### config.mk
export PLATFORM = sky130hd
export DESIGN_NAME = piso_regn_flat
export DESIGN_NICKNAME = d
export VERILOG_FILES = /design/src/rtl/piso_regn_pkg.sv /design/src/rtl/piso_regn_if.sv /design/src/rtl/piso_regn.sv /design/src/flat_wrapper.sv
export SDC_FILE = /design/constraint.sdc
export NUM_CORES = 1
export LEC_CHECK = 0
export ABC_CLOCK_PERIOD_IN_PS = 3200
export CAP_MARGIN = 15
export CORE_MARGIN = 3
export CORE_UTILIZATION = 40
export CTS_BUF_LIST = sky130_fd_sc_hd__clkbuf_2 sky130_fd_sc_hd__clkbuf_4 sky130_fd_sc_hd__clkbuf_8
export DETAILED_ROUTE_END_ITERATION = 6
export GPL_TIMING_DRIVEN = 0
export PLACE_DENSITY = 0.68
export SYNTH_ARGS = -nofsm -noshare
export SYNTH_HDL_FRONTEND = slang
export SYNTH_SLANG_ARGS = --single-unit
### constraint.sdc
create_clock -name clk -period 3.2 [get_ports clk]
set_input_delay 0.32 -clock clk [delete_from_list [all_inputs] [get_ports clk]]
set_output_delay 0.32 -clock clk [all_outputs]
set_load 0.02 [all_outputs]
### src/rtl/piso_regn_pkg.sv
// Shared state encoding and default word width for the parallel-in serial-out shifter.
// Pure declarations, no latency or flow control of its own.
package piso_regn_pkg;

    localparam int DEFAULT_N = 8;

    typedef enum logic [1:0] {
        IDLE  = 2'd0,
        SHIFT = 2'd1,
        DONE  = 2'd2
    } state_t;

endpackage

### src/rtl/piso_regn_if.sv
// Load/serial-out bundle between a word producer (master) and the shifter (slave).
// No latency or flow control of its own; the shifter ignores ld while it is occupied.
interface piso_regn_if
    import piso_regn_pkg::*;
#(
    parameter int N = DEFAULT_N
) ();

    logic [N-1:0] data_in;
    logic         ld;
    logic         sout;
    logic         busy;
    logic         done;

    modport master (
        output data_in,
        output ld,
        input  sout,
        input  busy,
        input  done
    );

    modport slave (
        input  data_in,
        input  ld,
        output sout,
        output busy,
        output done
    );

endinterface

### src/rtl/piso_regn.sv
// Serializes an N-bit word MSB first: first bit right after the load edge, N+2 cycles per word.
// No backpressure path: ld is only honoured in IDLE and silently dropped while shifting or done.
module piso_regn
    import piso_regn_pkg::*;
#(
    parameter int N = DEFAULT_N
) (
    input  logic       clk,
    input  logic       rst,
    piso_regn_if.slave bus
);

    localparam int CW = $clog2(N);
    localparam logic [CW-1:0] LAST_CNT = CW'(N - 1);

    state_t        state_q, state_d;
    logic [N-1:0]  sh_q, sh_d;
    logic [CW-1:0] cnt_q, cnt_d;
    logic          sout_q, sout_d;
    logic          busy_q, busy_d;
    logic          done_q, done_d;

    always_comb begin
        state_d = state_q;
        sh_d    = sh_q;
        cnt_d   = cnt_q;
        case (state_q)
            IDLE: begin
                if (bus.ld) begin
                    sh_d    = bus.data_in;
                    cnt_d   = '0;
                    state_d = SHIFT;
                end
            end
            SHIFT: begin
                // Counter saturates at N-1 so it never wraps inside a word.
                if (cnt_q == LAST_CNT) begin
                    state_d = DONE;
                end else begin
                    cnt_d = cnt_q + CW'(1);
                    sh_d  = {sh_q[N-2:0], 1'b0};
                end
            end
            DONE:    state_d = IDLE;
            default: state_d = IDLE;
        endcase

        // Outputs follow the next state so they line up with it after the edge.
        busy_d = (state_d == SHIFT);
        done_d = (state_d == DONE);
        sout_d = (state_d == SHIFT) & sh_d[N-1];
    end

    always_ff @(posedge clk or posedge rst) begin
        if (rst) begin
            state_q <= IDLE;
            sh_q    <= '0;
            cnt_q   <= '0;
            sout_q  <= 1'b0;
            busy_q  <= 1'b0;
            done_q  <= 1'b0;
        end else begin
            state_q <= state_d;
            sh_q    <= sh_d;
            cnt_q   <= cnt_d;
            sout_q  <= sout_d;
            busy_q  <= busy_d;
            done_q  <= done_d;
        end
    end

    assign bus.sout = sout_q;
    assign bus.busy = busy_q;
    assign bus.done = done_q;

endmodule

### src/flat_wrapper.sv
// flat-port wrapper written by rule: the top's interface ports become plain ports
module piso_regn_flat import piso_regn_pkg::*;
#(
    parameter int N = DEFAULT_N
)
  (clk, rst, bus_data_in, bus_ld, bus_sout, bus_busy, bus_done);
  piso_regn_if #(.N(N)) bus_i ();
  input  logic clk;
  input  logic rst;
  input wire logic [$bits(bus_i.data_in)-1:0] bus_data_in;
  input wire logic [$bits(bus_i.ld)-1:0] bus_ld;
  output wire logic [$bits(bus_i.sout)-1:0] bus_sout;
  output wire logic [$bits(bus_i.busy)-1:0] bus_busy;
  output wire logic [$bits(bus_i.done)-1:0] bus_done;
  assign bus_i.data_in = bus_data_in;
  assign bus_i.ld = bus_ld;
  assign bus_sout = bus_i.sout;
  assign bus_busy = bus_i.busy;
  assign bus_done = bus_i.done;
  piso_regn #(.N(N)) u_core (.clk(clk), .rst(rst), .bus(bus_i));
endmodule
==> results of run 1 <==
cells by family (layout without fill, tap and decap cells):
| logic type | after synthesis | in the layout |
|---|---|---|
| compound gates | 17 | 17 |
| flops | 15 | 15 |
| simple gates | 10 | 10 |
| buf+inv | 11 | 28 |
| fa+ha+maj | 2 | 2 |
sequential cells by signal, summed over array words and instances, names as in the netlist:
signal,cells
u_core.bus.sout,1
u_core.bus.busy,1
u_core.bus.done,1
u_core.state_q,2
u_core.sh_q,7
u_core.cnt_q,3
report_power, final:
group | total (µW) | internal, µW | leakage [µW] | switching, µW
Clock | 112 | 56.8 | 0.0000184 | 54.8
Combinational | 248 | 114 | 0.000167 | 134
Sequential | 307 | 262 | 0.000189 | 45.2
Total | 667 | 433 | 0.000374 | 234
cell type report:
cell class / count / area [µm²]
Multi-Input combinational cell: 29 / 220
Fill cell: 121 / 578
Tap cell: 15 / 18.8
Timing Repair Buffer: 13 / 130
Inverter: 11 / 46.3
Clock buffer: 4 / 30.0
Sequential cell: 15 / 375
worst max-delay path, stage by stage (launching register included):
cell and delay (ps):
sky130_fd_sc_hd__dfrtp_1 400, sky130_fd_sc_hd__ha_1 210, sky130_fd_sc_hd__ha_1 230, sky130_fd_sc_hd__nor3b_4 480, sky130_fd_sc_hd__nor2_4 80, sky130_fd_sc_hd__clkinv_4 100
sky130_fd_sc_hd__o21ai_0 80
stage by stage:
step | instances | hold WS (ps) | area [µm²] | worst slack [ps]
final | 87 | 392 | 821 | 1490
after global routing | 87 | 423 | 821 | 1370
after CTS | 87 | 411 | 821 | 1490
after detailed placement | 83 | 472 | 791 | 1400
after global placement | 83 | 463 | 791 | 1450
after floorplan | 55 | 221 | 642 | 1670
metal layers:
layer | global-route usage (%) | vias up | share of wire (%)
met3 | 7.03 | 0 | 6.6
met2 | 20.6 | 13 | 46
met1 | 14.7 | 201 | 48
li1 | - | 225 | -
met5 | 0 | - | 0
met4 | 1.70 | 0 | 0
final timing paths:
check	start	endpoint
hold reg to reg	u_core.cnt_q[0]	u_core.cnt_q[0]
hold / removal	rst	u_core.sh_q[5]
max in group asynchronous	rst	u_core.sh_q[1]
min in group clk	u_core.cnt_q[0]	u_core.cnt_q[0]
setup / recovery	u_core.cnt_q[0]	u_core.sh_q[2]
setup reg to reg	u_core.cnt_q[0]	u_core.sh_q[2]
Yosys cell counts, drive strengths merged:
cell type,count
a21oi,2
a22o,1
a22oi,6
and3b,2
clkinv,1
dfrtp,15
ha,2
inv,10
nand3,2
nand3b,2
nor2,2
nor3b,2
o21ai,8
==> implementation parameters, run 1 <==
Parameter                              Value

Outcome
  Outcome    complete, no violations

STA
  Highest Clock Rate    584 MHz
  Tcrit/Tclk final    53.5%
  RSZ-0062 raised after global routing    no
  Rel. slew slack    59.6%
  Worst-case clock skew    1.85 ps
  Endpoints failing hold    0
  Minimum clock period after layout    1710 ps
  Max Slew Vio Count    0
  Total setup violations reported at the end of the flow    0
  Fin Setup TNS    0 ps
  Slew of the pin with the lowest slew margin    603 ps

Critical path
  Sort of element at the start of the critical path    flop
  R2R Setup Slk    1490 ps
  Worst path required time    3360 ps
  Top fanout value on the critical path    10
  Number of cells on the worst reg-to-reg path    6
  Crit path capture type    flop
  Data arrival time of the critical path    1870 ps
  Path type of the worst setup path    flop to flop

GRT
  Total routing resource utilization after global routing    12.6%
  Number of antenna violations at the first check in global routing    0
  Remaining global-route overflow    0
  Largest net degree at the start of global routing    16
  First-pass GRT wire length    1850 µm
  Number of global-route vias before repair    438

Synthesis
  Main combinational cell family by area after synthesis    compound AO/OA/AOI/OAI gates
  Adder-cell share of the synthesized area    3.90%
  Proportion of synthesized area in mux cells    0%
  Instance count of the mapped netlist    55
  Synth Warn #    0
  Post-synthesis instance area    642 µm²
  Net count after synthesis    68
  Share of Yosys cell area claimed by the top area cell type    58.5%
  Mean Syn Cell Area    11.7 µm²
  Count of unique library cells instantiated by Yosys    15
  Dominant cell type by area after synthesis    sky130_fd_sc_hd__dfrtp_1
  Xor and xnor fraction of the mapped netlist area    0%
  Compound-gate portion of the synthesized area    16.2%
  Seq/Total Area, Yosys    58.5%
  Share of synthesized cell area in and, or, nand and nor gates    14.2%
  Synthesis-stage register bit count    15
  Cell types occupying the most area after synthesis    sky130_fd_sc_hd__dfrtp_1 58%, sky130_fd_sc_hd__a22oi_1 7.0%, sky130_fd_sc_hd__o21ai_0 6.2%, sky130_fd_sc_hd__inv_1 5.8%, sky130_fd_sc_hd__ha_1 3.9%

Cells and area
  Synthesis-to-finish area growth    27.9%
  Most common cell after layout, fill and taps aside    sky130_fd_sc_hd__dfrtp_1
  Number of antenna cells inserted    0
  Count of nets after finishing    86
  Utilization after layout    58.7%
  Fraction of final layout cells sized beyond drive strength 1    13.9%
  Most frequent cells in the layout    15 x sky130_fd_sc_hd__dfrtp_1, 13 x sky130_fd_sc_hd__clkdlybuf4s50_1, 10 x sky130_fd_sc_hd__inv_1

CTS
  TritonCTS clock tree    built
  H-tree depth reported by CTS    1
  Clock Path Buffers    2
  Cts-stage hold buffer count    0
  Setup fix buffers added after clock tree synthesis    0
  Clock-pin slew reported for the worst setup and hold paths after clock tree synthesis    80 ps
  Sinks on Clock Net    15
  Clk root buf    sky130_fd_sc_hd__clkbuf_4
  Clock buffer count from CTS    3
  Clock insertion delay at the later pin of the skew report    270 ps
  Count of instances resized after the clock tree is built    0

Routing
  Antenna Nets Post-Route    0
  First DRT Iteration DRCs    6
  Detailed-route wire length per cell    12.3 µm
  Total Wirelength    1070 µm
  Number of detailed-routing iterations run before antenna repair    2
  Mean number of vias per cell    5.05
  # DRC    0
  Via count of the routed design    439

Power
  P_leak    0.000374 µW
  Worst vdd ir    0.457 mV
  Power per Cell Area    813 nW/µm²
  Overall Power    667 µW

Floorplanning
  I/O pin count    14
  Area of the core region    1400 µm²
  Horiz. Die Dim    46.1 µm
  Starting density of the core    45.9%
  Standard-cell row count    13
  Die span in y    46.1 µm
  Area of the die    2120 µm²

Placement
  Half-perimeter wire length after detailed placement    785 µm
  Routability-driven placement congestion ratio    0.656
  Count of input and output buffers    13

Run
  Number of maximum-capacitance constraint violations    0

Worst hold path
  Class of the worst hold path    primary input to async pin
(Power assumes the default switching activity.)
==> run 2: changes to the inputs <==
- ABC_CLOCK_PERIOD_IN_PS: 3200 -> 1400
- PLACE_DENSITY: 0.68 -> 0.7
- clock period: 3.2 -> 1.4 ns (I/O delays scaled with it)
==> implementation parameters, run 2 (synthesis gave the netlist of run 1 again) <==
Parameter                              Value

Outcome
  Outcome    finished, violations left
  Violations in the final reports    negative setup slack

Cells and area
  Register with the most flip-flops    u_core.sh_q
  Fraction of final layout cells sized beyond drive strength 1    34.9% (+21 points)
  Multi-input gate area    263 µm² (+19%)
  Count of filler cells inserted in the layout    115 (-5.0%)
  Largest register FFs    7 (unchanged)
  Total area of sequential cells    375 µm² (unchanged)
  Largest registers    u_core.sh_q (7), u_core.cnt_q (3), u_core.state_q (2)
  Synthesis-to-finish area growth    49.5%
  Utilization after layout    68.6% (+9.9 points)
  Count of nets after finishing    97 (+13%)
  Number of antenna cells inserted    0 (unchanged)
  Most common cell after layout, fill and taps aside    sky130_fd_sc_hd__dfrtp_1
  Most frequent cells in the layout    15 x sky130_fd_sc_hd__dfrtp_1, 13 x sky130_fd_sc_hd__clkdlybuf4s50_1, 10 x sky130_fd_sc_hd__inv_1

Worst hold path
  Class of the worst hold path    primary input to async pin

Floorplanning
  Die span in y    46.1 µm (unchanged)
  Area of the die    2120 µm² (unchanged)
  Standard-cell row count    13 (unchanged)
  Starting density of the core    45.9% (unchanged)
  Area of the core region    1400 µm² (unchanged)
  I/O pin count    14 (unchanged)
  Horiz. Die Dim    46.1 µm (unchanged)

STA
  Endpoints failing hold    0 (unchanged)
  Highest Clock Rate    672 MHz (+15%)
  Fin Setup TNS    -532 ps (-532 ps)
  Slew of the pin with the lowest slew margin    553 ps (-50.3 ps)
  Tcrit/Tclk final    106% (+53 points)
  Total setup violations reported at the end of the flow    10 (+10)
  Worst path setup slack after routing    -88.3 ps (-1580 ps)
  Worst-case clock skew    1.82 ps (-0.0358 ps)
  Max Slew Vio Count    0 (unchanged)
  Minimum clock period after layout    1490 ps (-224 ps)
  Rel. slew slack    63.1% (+3.5 points)
  RSZ-0062 raised after global routing    yes

GRT
  Number of global-route vias before repair    487 (+11%)
  First-pass GRT wire length    2100 µm (+14%)
  Remaining global-route overflow    0 (unchanged)
  Total routing resource utilization after global routing    14.4% (+1.8 points)
  Number of antenna violations at the first check in global routing    0 (unchanged)
  Largest net degree at the start of global routing    16 (unchanged)

CTS
  Clock Path Buffers    2 (unchanged)
  Sinks on Clock Net    15 (unchanged)
  TritonCTS clock tree    built
  Clock buffer count from CTS    3 (unchanged)
  Clk root buf    sky130_fd_sc_hd__clkbuf_4
  Clock insertion delay at the later pin of the skew report    270 ps (about the same)
  Clock-pin slew reported for the worst setup and hold paths after clock tree synthesis    90 ps (about the same)
  H-tree depth reported by CTS    1 (unchanged)

Placement
  Worst slack at placement    -245 ps (-1650 ps)
  Count of input and output buffers    13 (unchanged)
  Half-perimeter wire length after detailed placement    796 µm (+1.4%)
  Routability-driven placement congestion ratio    0.665 (+1.4%)

Routing
  Mean number of vias per cell    5.06 (+0.30%)
  # DRC    0 (unchanged)
  Antenna Nets Post-Route    0 (unchanged)
  Number of detailed-routing iterations run before antenna repair    4 (+2)
  First DRT Iteration DRCs    7 (+1)
  Detailed-route wire length per cell    13.5 µm (+9.0%)
  Via count of the routed design    496 (+13%)
  Total Wirelength    1320 µm (+23%)

Critical path
  Top cell family by delay on the critical path    flip-flops
  Crit path capture type    flop
  Worst path required time    1570 ps (-1790 ps)
  Data arrival time of the critical path    1660 ps (-210 ps)
  R2R Path Start    u_core.cnt_q[0]
  Master of the slowest instance on the critical path    sky130_fd_sc_hd__dfrtp_1
  Worst setup path startpoint    u_core.cnt_q[0]
  Top fanout value on the critical path    6 (-4)
  Sort of element at the start of the critical path    flop
  Number of buffer and inverter stages on the critical path    1 (unchanged)
  Ordered list of cells on the worst path    ha_2 > ha_4 > nor3b_4 > buf_12 > nor2_4 > a22o_1
  Peak per-stage delay on the critical path    400 ps (-80 ps)
  Path type of the worst setup path    flop to flop

Power
  Overall Power    1950 µW (+190%)
  Worst vdd ir    1.19 mV (+160%)
  Power per Cell Area    2030 nW/µm² (+150%)
  P_leak    0.000433 µW (+16%)

Run
  Number of maximum-capacitance constraint violations    0 (unchanged)
## run 2: cell count changes in the layout (fill, tap and decap cells not counted), moves of 2 or more
cell                      delta
sky130_fd_sc_hd__buf_4       +8
sky130_fd_sc_hd__ha_1        -2
sky130_fd_sc_hd__o21ai_0     -8
sky130_fd_sc_hd__o21ai_1     +4
sky130_fd_sc_hd__o21ai_2     +4
## run 2: cell type report
class	count	share of cell area (%)
sequential	15	39.1
multi-input combinational	29	27.4
timing repair inverter	1	0.522
inverter	11	4.82
timing repair buffer	23	23.1
tap	15	1.96
clock buffer	4	3.13
## run 2: final timing paths
check | depth (start not counted) | slack, ps | end
hold / removal | 2 | 210 | u_core.sh_q[0]
min in group clk | 3 | 460 | u_core.bus.sout
setup / recovery | 6 | -90 | u_core.sh_q[0]
setup reg to reg | 6 | -90 | u_core.sh_q[0]
hold reg to reg | 2 | 510 | u_core.sh_q[3]
max in group asynchronous | 2 | 830 | u_core.sh_q[4]
## run 2: repair_timing
| action | 4_1_cts | 5_1_grt |
|---|---|---|
| pin swaps | 1 | 3 |
| resized for setup | 5 | 3 |
| setup buffers | 8 | 2 |
| hold buffers | 0 | 0 |
| gates cloned | 1 | 0 |
| setup endpoints to repair | 12 | 10 |
## run 2: where the power goes
group / switching [µW] / internal, µW / leakage, µW
registers: 113 / 598 / 0.000189
clock network: 130 / 130 / 0.0000184
logic: 448 / 534 / 0.000226
## run 2: through the flow
step           hold slack [ps]  instances  cell area [µm²]
2_1_floorplan             41.5         55              657
3_3_place_gp               463         83              806
3_5_place_dp               486         83              806
4_1_cts                    230         96              935
5_1_grt                    245         98              960
6_report                   208         98              960
## run 2: routing by layer
layer,vias up,track usage (%),share of wire [%]
met5,-,0,0
met4,0,8.52,0.91
met3,2,2.34,5.1
met2,10,23.9,49
met1,236,17.2,45
li1,248,-,-
==> RTL edit: new RTL, flow settings as in run 2 <==
Change the package constant `DEFAULT_N` from 8 to 16.
--- a/src/rtl/piso_regn_pkg.sv
+++ b/src/rtl/piso_regn_pkg.sv
@@ -2,7 +2,7 @@
 // Pure declarations, no latency or flow control of its own.
 package piso_regn_pkg;
 
-    localparam int DEFAULT_N = 8;
+    localparam int DEFAULT_N = 16;
 
     typedef enum logic [1:0] {
         IDLE  = 2'd0,
Ports: changed (resized bus_data_in); port bits go from 14 to 22. The function was not compared with the original's and may differ.
==> RTL edit against run 2 <==
  * The run still ends with setup timing left
  * Area after synthesis up 69%
  * Routed wire length increased by 62%
  * Cell area is 60% higher
  * Sequential cell count increased by 9
  * Worst hold slack better by 0.095 ns
  * Via count grew 64%
  * Combinational power is 47% higher
  * Worst setup slack improved by 0.068 ns
  * Clock power is 97% higher
  * Maximum frequency up 4.8%
  * Power increased by 61%
  * First-iteration DRC count grew to 3.1 times the old value
  * Largest power group unchanged
  * Highest routed layer unchanged
==> RTL edit: results (changes against run 2) <==
Static leakage power = 0.693 nW (was 0.433 nW)
Maximum fanout along the worst path = 5 (was 6)
Clock Latency Late Sink = 0.32 ns (was 0.27 ns)
Iteration-0 DRC Markers = 22 (was 7)
GRT Overall Usage = 14.7% (was 14.4%)
Tightest Pin Transition = 0.919 ns (was 0.553 ns)
Largest registers in the final layout = u_core.sh_q (15), u_core.cnt_q (4), u_core.state_q (2) (was u_core.sh_q (7), u_core.cnt_q (3), u_core.state_q (2))
Clk slew on worst S/H paths = 0.14 ns (was 0.09 ns)
WL met2 = 1080 µm (was 644 µm)
Final-layout worst hold slack = 0.303 ns (was 0.208 ns)
Final Setup Violations = 6 (was 10)
Post-route met1 wirelength = 934 µm (was 595 µm)
Failing checks = setup timing (unchanged)
Average vias per placed instance = 5.14 (was 5.06)
Largest net degree at the start of global routing = 25 (was 16)
Hpwl dp = 1360 µm (was 796 µm)
Area contributors post-synth = sky130_fd_sc_hd__dfrtp_1, sky130_fd_sc_hd__a221o_1, sky130_fd_sc_hd__and2_1 (was sky130_fd_sc_hd__dfrtp_1, sky130_fd_sc_hd__a22oi_1, sky130_fd_sc_hd__o21ai_0)
Post-synthesis share of cell area spent on full adders, half adders and majority gates = 1.16% (was 3.90%)
Global-route track usage on met2 = 24.7% (was 23.9%)
Outcome = complete, but fails checks (unchanged)
Worst setup slack after layout = -0.0202 ns (was -0.0883 ns)
Wire length on met3 = 105 µm (was 67 µm)
Number of setup buffers added after CTS = 11 (was 8)
Placer Congestion = 0.688 (was 0.665)
Share of cell area taken by muxes after synthesis = 1.97% (was 0%)
Crit path capture = u_core.sh_q[5]$_DFFE_PP0P_ (was u_core.sh_q[0]$_DFFE_PP0P_)
Sequential area share after synthesis = 55.5% (was 58.5%)
Filler Cells Inserted = 217 (was 115)
==> RTL edit: area by class of cell <==
cell class              instances  area (µm²)  area share [%]
plain buffers                   3        27.5            1.79
clock buffers                   3        22.5            1.47
clock inverters                 1        30.0            1.96
inverters                       4        15.0           0.979
multi-input cells              58         468            30.5
flip-flops and latches         24         603            39.3
well taps                      30        37.5            2.45
repair buffers                 35         330            21.5
==> RTL edit: where the power goes <==
group / internal [W] / switching [W] / total (W)
Combinational: 0.000848 / 0.000597 / 0.00144
Sequential: 0.000990 / 0.000202 / 0.00119
Clock: 0.000290 / 0.000222 / 0.000511
==> RTL edit: worst max-delay path, cell delays in order (launching register included) <==
cell and delay (ns):
sky130_fd_sc_hd__dfrtp_1 0.39, sky130_fd_sc_hd__ha_2 0.20, sky130_fd_sc_hd__and3_4 0.20, sky130_fd_sc_hd__nor2_4 0.07, sky130_fd_sc_hd__buf_6 0.13, sky130_fd_sc_hd__a221o_1 0.34
